===== config.mk =====
export PLATFORM = sky130hd
export DESIGN_NAME = onehot_decoder_seq
export DESIGN_NICKNAME = d
export VERILOG_FILES = /design/src/rtl/onehot_dec_pkg.sv /design/src/rtl/scan_tick_gen.sv /design/src/rtl/onehot_decoder_seq.sv
export SDC_FILE = /design/constraint.sdc
export NUM_CORES = 1
export LEC_CHECK = 0
export CORE_MARGIN = 5
export CORE_UTILIZATION = 45
export DETAILED_ROUTE_END_ITERATION = 10
export PLACE_DENSITY = 0.8
export RECOVER_POWER = 25
export SETUP_SLACK_MARGIN = 0.2
export SLEW_MARGIN = 20
export SYNTH_ARGS = -nofsm -noshare
export SYNTH_HDL_FRONTEND = slang
export SYNTH_HIERARCHICAL = 1
export SYNTH_SLANG_ARGS = --single-unit

===== constraint.sdc =====
create_clock -name clk -period 2.6 [get_ports clk]
set_clock_uncertainty 0.15 [all_clocks]
set_input_delay 0.78 -clock clk [delete_from_list [all_inputs] [get_ports clk]]
set_output_delay 0.78 -clock clk [all_outputs]
set_load 0.1 [all_outputs]

===== src/rtl/onehot_dec_pkg.sv =====
// onehot_dec_pkg: shared FSM state type and mode encodings
package onehot_dec_pkg;
  typedef enum logic [1:0] {
    IDLE   = 2'd0,
    DECODE = 2'd1,
    SCAN   = 2'd2
  } state_e;
  localparam logic MODE_DECODE = 1'b0;
  localparam logic MODE_SCAN   = 1'b1;
endpackage


===== src/rtl/scan_tick_gen.sv =====
// scan_tick_gen: emits one tick every SCAN_DIV enabled cycles, restartable by clr
module scan_tick_gen #(
  parameter int SCAN_DIV = 1
) (
  input  logic clk,
  input  logic rst_n,
  input  logic clr,
  input  logic en,
  output logic tick
);
  localparam int CW = SCAN_DIV > 1 ? $clog2(SCAN_DIV) : 1;
  logic [CW-1:0] cnt_q, cnt_d;
  // tick on the last count of a period; clear restarts the period from zero
  always_comb begin
    tick  = en && cnt_q == CW'(SCAN_DIV - 1);
    cnt_d = (clr || tick) ? '0 : en ? cnt_q + CW'(1) : cnt_q;
  end
  // divider count register
  always_ff @(posedge clk or negedge rst_n) begin
    if (!rst_n) cnt_q <= '0;
    else cnt_q <= cnt_d;
  end
endmodule


===== src/rtl/onehot_decoder_seq.sv =====
// onehot_decoder_seq: registered binary-to-one-hot decoder with free-running scan mode
module onehot_decoder_seq #(
  parameter int IN_W     = 4,
  parameter int SCAN_DIV = 1
) (
  input  logic                 clk,
  input  logic                 rst_n,
  input  logic                 en_n,
  input  logic                 mode,
  input  logic                 in_valid,
  input  logic [IN_W-1:0]      in_code,
  output logic                 in_ready,
  output logic [2**IN_W-1:0]   y,
  output logic                 y_valid,
  output logic [IN_W-1:0]      code_out,
  output logic                 wrap
);
  import onehot_dec_pkg::*;
  localparam int OUT_W = 2**IN_W;
  state_e state_q, state_d;
  logic [OUT_W-1:0] y_q, y_d;
  logic [IN_W-1:0] code_q, code_d;
  logic vld_q, vld_d, wrap_q, wrap_d;
  logic scan_run, tick;
  // scan steps only while already in SCAN and staying there; anything else restarts the divider
  scan_tick_gen #(.SCAN_DIV(SCAN_DIV)) u_tick (
    .clk  (clk),
    .rst_n(rst_n),
    .clr  (!scan_run),
    .en   (scan_run),
    .tick (tick)
  );
  // next state, handshake and output datapath; entry into a mode is detected by state_q differing
  always_comb begin
    state_d  = en_n ? IDLE : (mode == MODE_SCAN ? SCAN : DECODE);
    in_ready = state_q == DECODE && !en_n && mode == MODE_DECODE;
    scan_run = state_q == SCAN && !en_n && mode == MODE_SCAN;
    y_d      = y_q;
    code_d   = code_q;
    vld_d    = vld_q;
    wrap_d   = 1'b0;
    if (en_n) begin
      y_d   = '0;
      vld_d = 1'b0;
    end else if (mode == MODE_DECODE) begin
      if (state_q != DECODE) begin
        y_d   = '0;
        vld_d = 1'b0;
      end else if (in_valid) begin
        y_d    = OUT_W'(1) << in_code;
        code_d = in_code;
        vld_d  = 1'b1;
      end
    end else if (state_q != SCAN) begin
      y_d    = OUT_W'(1);
      code_d = '0;
      vld_d  = 1'b1;
    end else if (tick) begin
      y_d    = &code_q ? OUT_W'(1) : y_q << 1;
      code_d = code_q + IN_W'(1);
      wrap_d = &code_q;
    end
  end
  // state and output registers
  always_ff @(posedge clk or negedge rst_n) begin
    if (!rst_n) begin
      state_q <= IDLE;
      y_q     <= '0;
      code_q  <= '0;
      vld_q   <= 1'b0;
      wrap_q  <= 1'b0;
    end else begin
      state_q <= state_d;
      y_q     <= y_d;
      code_q  <= code_d;
      vld_q   <= vld_d;
      wrap_q  <= wrap_d;
    end
  end
  assign y        = y_q;
  assign y_valid  = vld_q;
  assign code_out = code_q;
  assign wrap     = wrap_q;
endmodule


* Word level (Yosys, flattened, before mapping)
Cells that the tools add are included.
** Word-level totals
- Register bits :: 25
- Latch bits :: 0
- Bits in writable memories :: 0
- ROM bits :: 0
- Input bits :: 9
- Output and inout bits :: 23
- Logic and storage cells :: 60
- Memories kept :: 0
** Operators by class
- Add/sub/neg operators :: 2
- Multipliers :: 0
- Divide/modulo/power cells :: 0
- Order comparisons :: 0
- Equal/unequal tests :: 8
- Shift-type cells :: 1
- Mux-type cells :: 25
- Bitwise logic cells :: 3
- Reduce and logical (&&, ||, !) cells :: 15
** Operators with widths (number)
- 16-bit two-way mux :: 7
- 4-bit two-way mux :: 5
- 1-bit by 4-bit << shifter with 16-bit output, first input constant :: 1
- 1-bit two-way mux :: 11
- 4-bit AND reduction :: 2
- 1-bit logical AND :: 5
- 4-bit by 1-bit adder with 4-bit output, second input constant :: 1
- 2-bit two-way mux :: 2
- 2-bit inequality test, second input constant :: 2
- 4-bit by 2-bit inequality test with 1-bit output, second input constant :: 1
- 2-bit AND reduction :: 2
- 2-bit nonzero test :: 2
- 4-bit nonzero test :: 1
- 3-bit by 1-bit inequality test with 1-bit output, second input constant :: 1
- 3-bit by 2-bit inequality test with 1-bit output, second input constant :: 1
- 1-bit NOT :: 3
- 2-bit by 1-bit equality test with 1-bit output, second input constant :: 1
- 2-bit equality test, second input constant :: 1
- 1-bit logical NOT :: 2
- 2-bit by 1-bit inequality test with 1-bit output, second input constant :: 1
- 1-bit adder, second input constant :: 1
- 1-bit logical OR :: 1

* Depth between registers and ports, before layout
- Word-level depth :: 8
- Mapped depth :: 9
- Depth with buffers taken out :: 7

* By module
The synthesis kept the hierarchy.
** Modules (own cells, without submodules)
- onehot_decoder_seq :: times used 1, cells each 136, area an instance 1292.5 sq um
- scan_tick_gen :: times used 1, cells each 3, area an instance 46.3 sq um

* Least setup slack after synthesis
OpenSTA, ideal clock, no wires.
- Kind :: input to output
- From :: input mode
- To :: output in_ready
- Arrival time :: 2.628 ns
- Data required time :: 1.670 ns
- Path slack :: -0.958 ns
- Cell stages on the path :: 3
- Buffers on the path :: 1
- Cells stage by stage :: buf_2 or3b_4 nor2_1
** Between the ends
- Cells in the longest elaborated chain, start to end :: 2
** Ends and longest elaborated chain
- start: declaration :: RTL line onehot_decoder_seq.sv:9 : input logic mode,
- 1-bit NOT
- 1-bit logical AND :: RTL line onehot_decoder_seq.sv:36 : in_ready = state_q == DECODE && !en_n && mode == MODE_DECODE;
- end: declaration :: RTL line onehot_decoder_seq.sv:12 : output logic in_ready,
Every way passes these cells.

* Worst setup path after layout
Same ends and word-level chain as after synthesis.

==> flow_summary.ini <==
[sta]
hold_viol = 0
setup_viol_count_final = 0
period_share_pct = 96.40
rsz0062_at_grt = yes
fin_crit_ns = 2.506
slew_headroom_pct = 13.36
fin_hold_ws_ns = 0.3872
fmax_mhz = 399.0
slew_violations = 0
worst_pin_slew_ns = 1.300
setup_slack_ns = 0.09371
tns_ns = 0

[cts]
postCtsHoldBufs = 0
ctsHtreeMaxLevel = 1
cts.sink_count = 25
clk_path_buf_depth = 2
cts-buffers-inserted = 3
cts_root_buffer = clkbuf_4
cts.clk_slew.worst_paths_ns = 0.13
clock_latency_ns = 0.32
tritoncts = done

[placed_design]
port_buffers = 31
dp_slack_ns = -0.2834
dp_cells = 207
dp.final_hpwl_um = 2343
routabilityCongestion = 0.9013
placed_cell_area_sq_um = 1750

[pwr]
swShare_pct = 41.43
ir_drop_mv = 0.2380
p_int_uw = 564.6
p_clk_share_pct = 18.0
p_sw_uw = 399.3
p_comb_share_pct = 36.0
power_leakage_nw = 0.8509
total_power_uw = 964.0
seq_power_share_pct = 46.0
powerDensity_nw_per_um2 = 530.6

[floorplanning]
fp-row-count = 19
die_area_sq_um = 4166
die_w_um = 64.55
initial_utilization_pct = 47.73
io_pins = 32
die_y_um = 64.55
core_area_sq_um = 2805

[worst_setup_path]
crit_fanout = 2
critical_path_required_ns = 1.67
reg2reg_depth = 8
start_kind = input pin
path_class = in -> out
worstPathArrival_ns = 1.58
cp-end-kind = primary output

[layout]
fin_cells = 216
area_growth_pct = 35.70
diodes = 0
stdcell_area_sq_um = 1817
final_nets = 196
fin_util_pct = 64.76
drive_gt1_share_pct = 31.89

[global_routing]
grt_usage_pct = 16.12
grt_pass1_vias = 1128
grt_max_degree = 33
use_met2_pct = 24.87
grt_overflow = 0
grt_pass1_wl_um = 5333
globalRouteMet3Util_pct = 3.454
use_met1_pct = 22.16
antenna_found_initial = 0
top_usage_layer = met2

[routing]
wl_um = 3243
wl_per_cell_um = 15.01
drt-initial-drc-count = 41
antenna_left = 0
num_vias = 1214
via_per_inst = 5.620
drc = 0
firstDrtPassIters = 4

[yosys]
synth_cells = 139
synth_top_area_share_pct = 46.73
synth_cell_type_count = 35
synth.top_cells.by_count = dfrtp_1, nor2_1, a21oi_1, a22oi_1
ys.flop_type = dfrtp_1
synth_edf_count = 0
synth.net_count = 149
synth_area_sq_um = 1339
avgSynthCellArea_sq_um = 9.632
yosys.area.top_type = dfrtp_1
synth.area.top_cells = dfrtp_1, nor2_1, a22oi_1
yosysWarnings = 6
yosysMostFrequentCell = dfrtp_1
ys_ff_latch = 25
ys_seq_area_share_pct = 46.73
synthArstFlopShare_pct = 100.0

[hold_path]
worst_hold_path_type = reg -> reg
min_delay_path_depth = 1

[job]
max_cap_violations = 0

[run_status]
status = finished, final reports clean
## metal layers
layer  vias to the layer above  wire [um]
met5                         -          0
met4                         0         48
met3                         6        195
met2                        38       1516
met1                       560       1482
li1                        610          -
## repair_timing
item | 4_1_cts | 5_1_grt
pin swaps | 2 | 2
endpoints found under the setup margin | 20 | 1
setup buffers | 2 | 3
endpoints found under the hold margin | 0 | 0
gates resized for setup | 7 | 1
## worst max-delay path, cell delays in order
cell and delay [ns]:
buf_6 0.09, or3b_4 0.38, nor2_4 0.14, buf_12 0.18
## sequential cells by signal, indices dropped and copies added, names as in the netlist
signal,cells
y,16
state_q,2
code_out,4
wrap,1
y_valid,1
u_tick/cnt_q,1
## cell families after synthesis
logic type | Yosys count | synth area share (%)
compound gates | 45 | 23.46
simple gates | 53 | 23.27
fa+ha+maj | 1 | 0.9344
buf+inv | 14 | 4.766
flops | 25 | 46.73
mux | 1 | 0.8411
## cell type report
| cell class | instances | area [sq um] |
|---|---|---|
| Multi-Input combinational cell | 100 | 660.6 |
| Inverter | 4 | 15.01 |
| Fill cell | 251 | 988.4 |
| Timing Repair Buffer | 52 | 447.9 |
| Sequential cell | 25 | 626.9 |
| Clock buffer | 3 | 22.52 |
| Clock inverter | 1 | 5.005 |
| Tap cell | 31 | 38.79 |
## final timing paths
| check | startpoint | endpoint | slack, ns |
|---|---|---|---|
| setup reg to reg | state_q[1] | code_out[3] | 0.58 |
| min in group asynchronous | rst_n | y[7] | 1.04 |
| setup / recovery | mode | in_ready | 0.09 |
| hold / removal | u_tick/cnt_q | u_tick/cnt_q | 0.39 |
| hold reg to reg | u_tick/cnt_q | u_tick/cnt_q | 0.39 |
| max in group asynchronous | rst_n | state_q[0] | 0.41 |
## cells in the final DEF, fill, tap and decap left out, drive strengths merged, types with 2 or more instances in the layout
| cell | count |
|---|---|
| dfrtp | 25 |
| buf | 44 |
| clkdlybuf4s50 | 6 |
| inv | 4 |
| o21ai | 4 |
| nand4 | 5 |
| a22o | 2 |
| nor3b | 7 |
| a21oi | 16 |
| nor3 | 3 |
| nor4b | 2 |
| a22oi | 11 |
| o2bb2ai | 2 |
| nand2 | 4 |
| nor2 | 23 |
| a31oi | 6 |
| clkbuf | 4 |
## power groups by stage
| stage | Sequential [mW] | Clock (mW) | Combinational [mW] |
|---|---|---|---|
| floorplan | 0.612 | 0 | 0.0819 |
| global placement | 0.450 | 0 | 0.336 |
| detailed placement | 0.452 | 0 | 0.341 |
| CTS | 0.444 | 0.184 | 0.345 |
| global route | 0.450 | 0.201 | 0.363 |
| finish | 0.444 | 0.174 | 0.347 |
No activity file was read; power rests on OpenSTA's default activity.
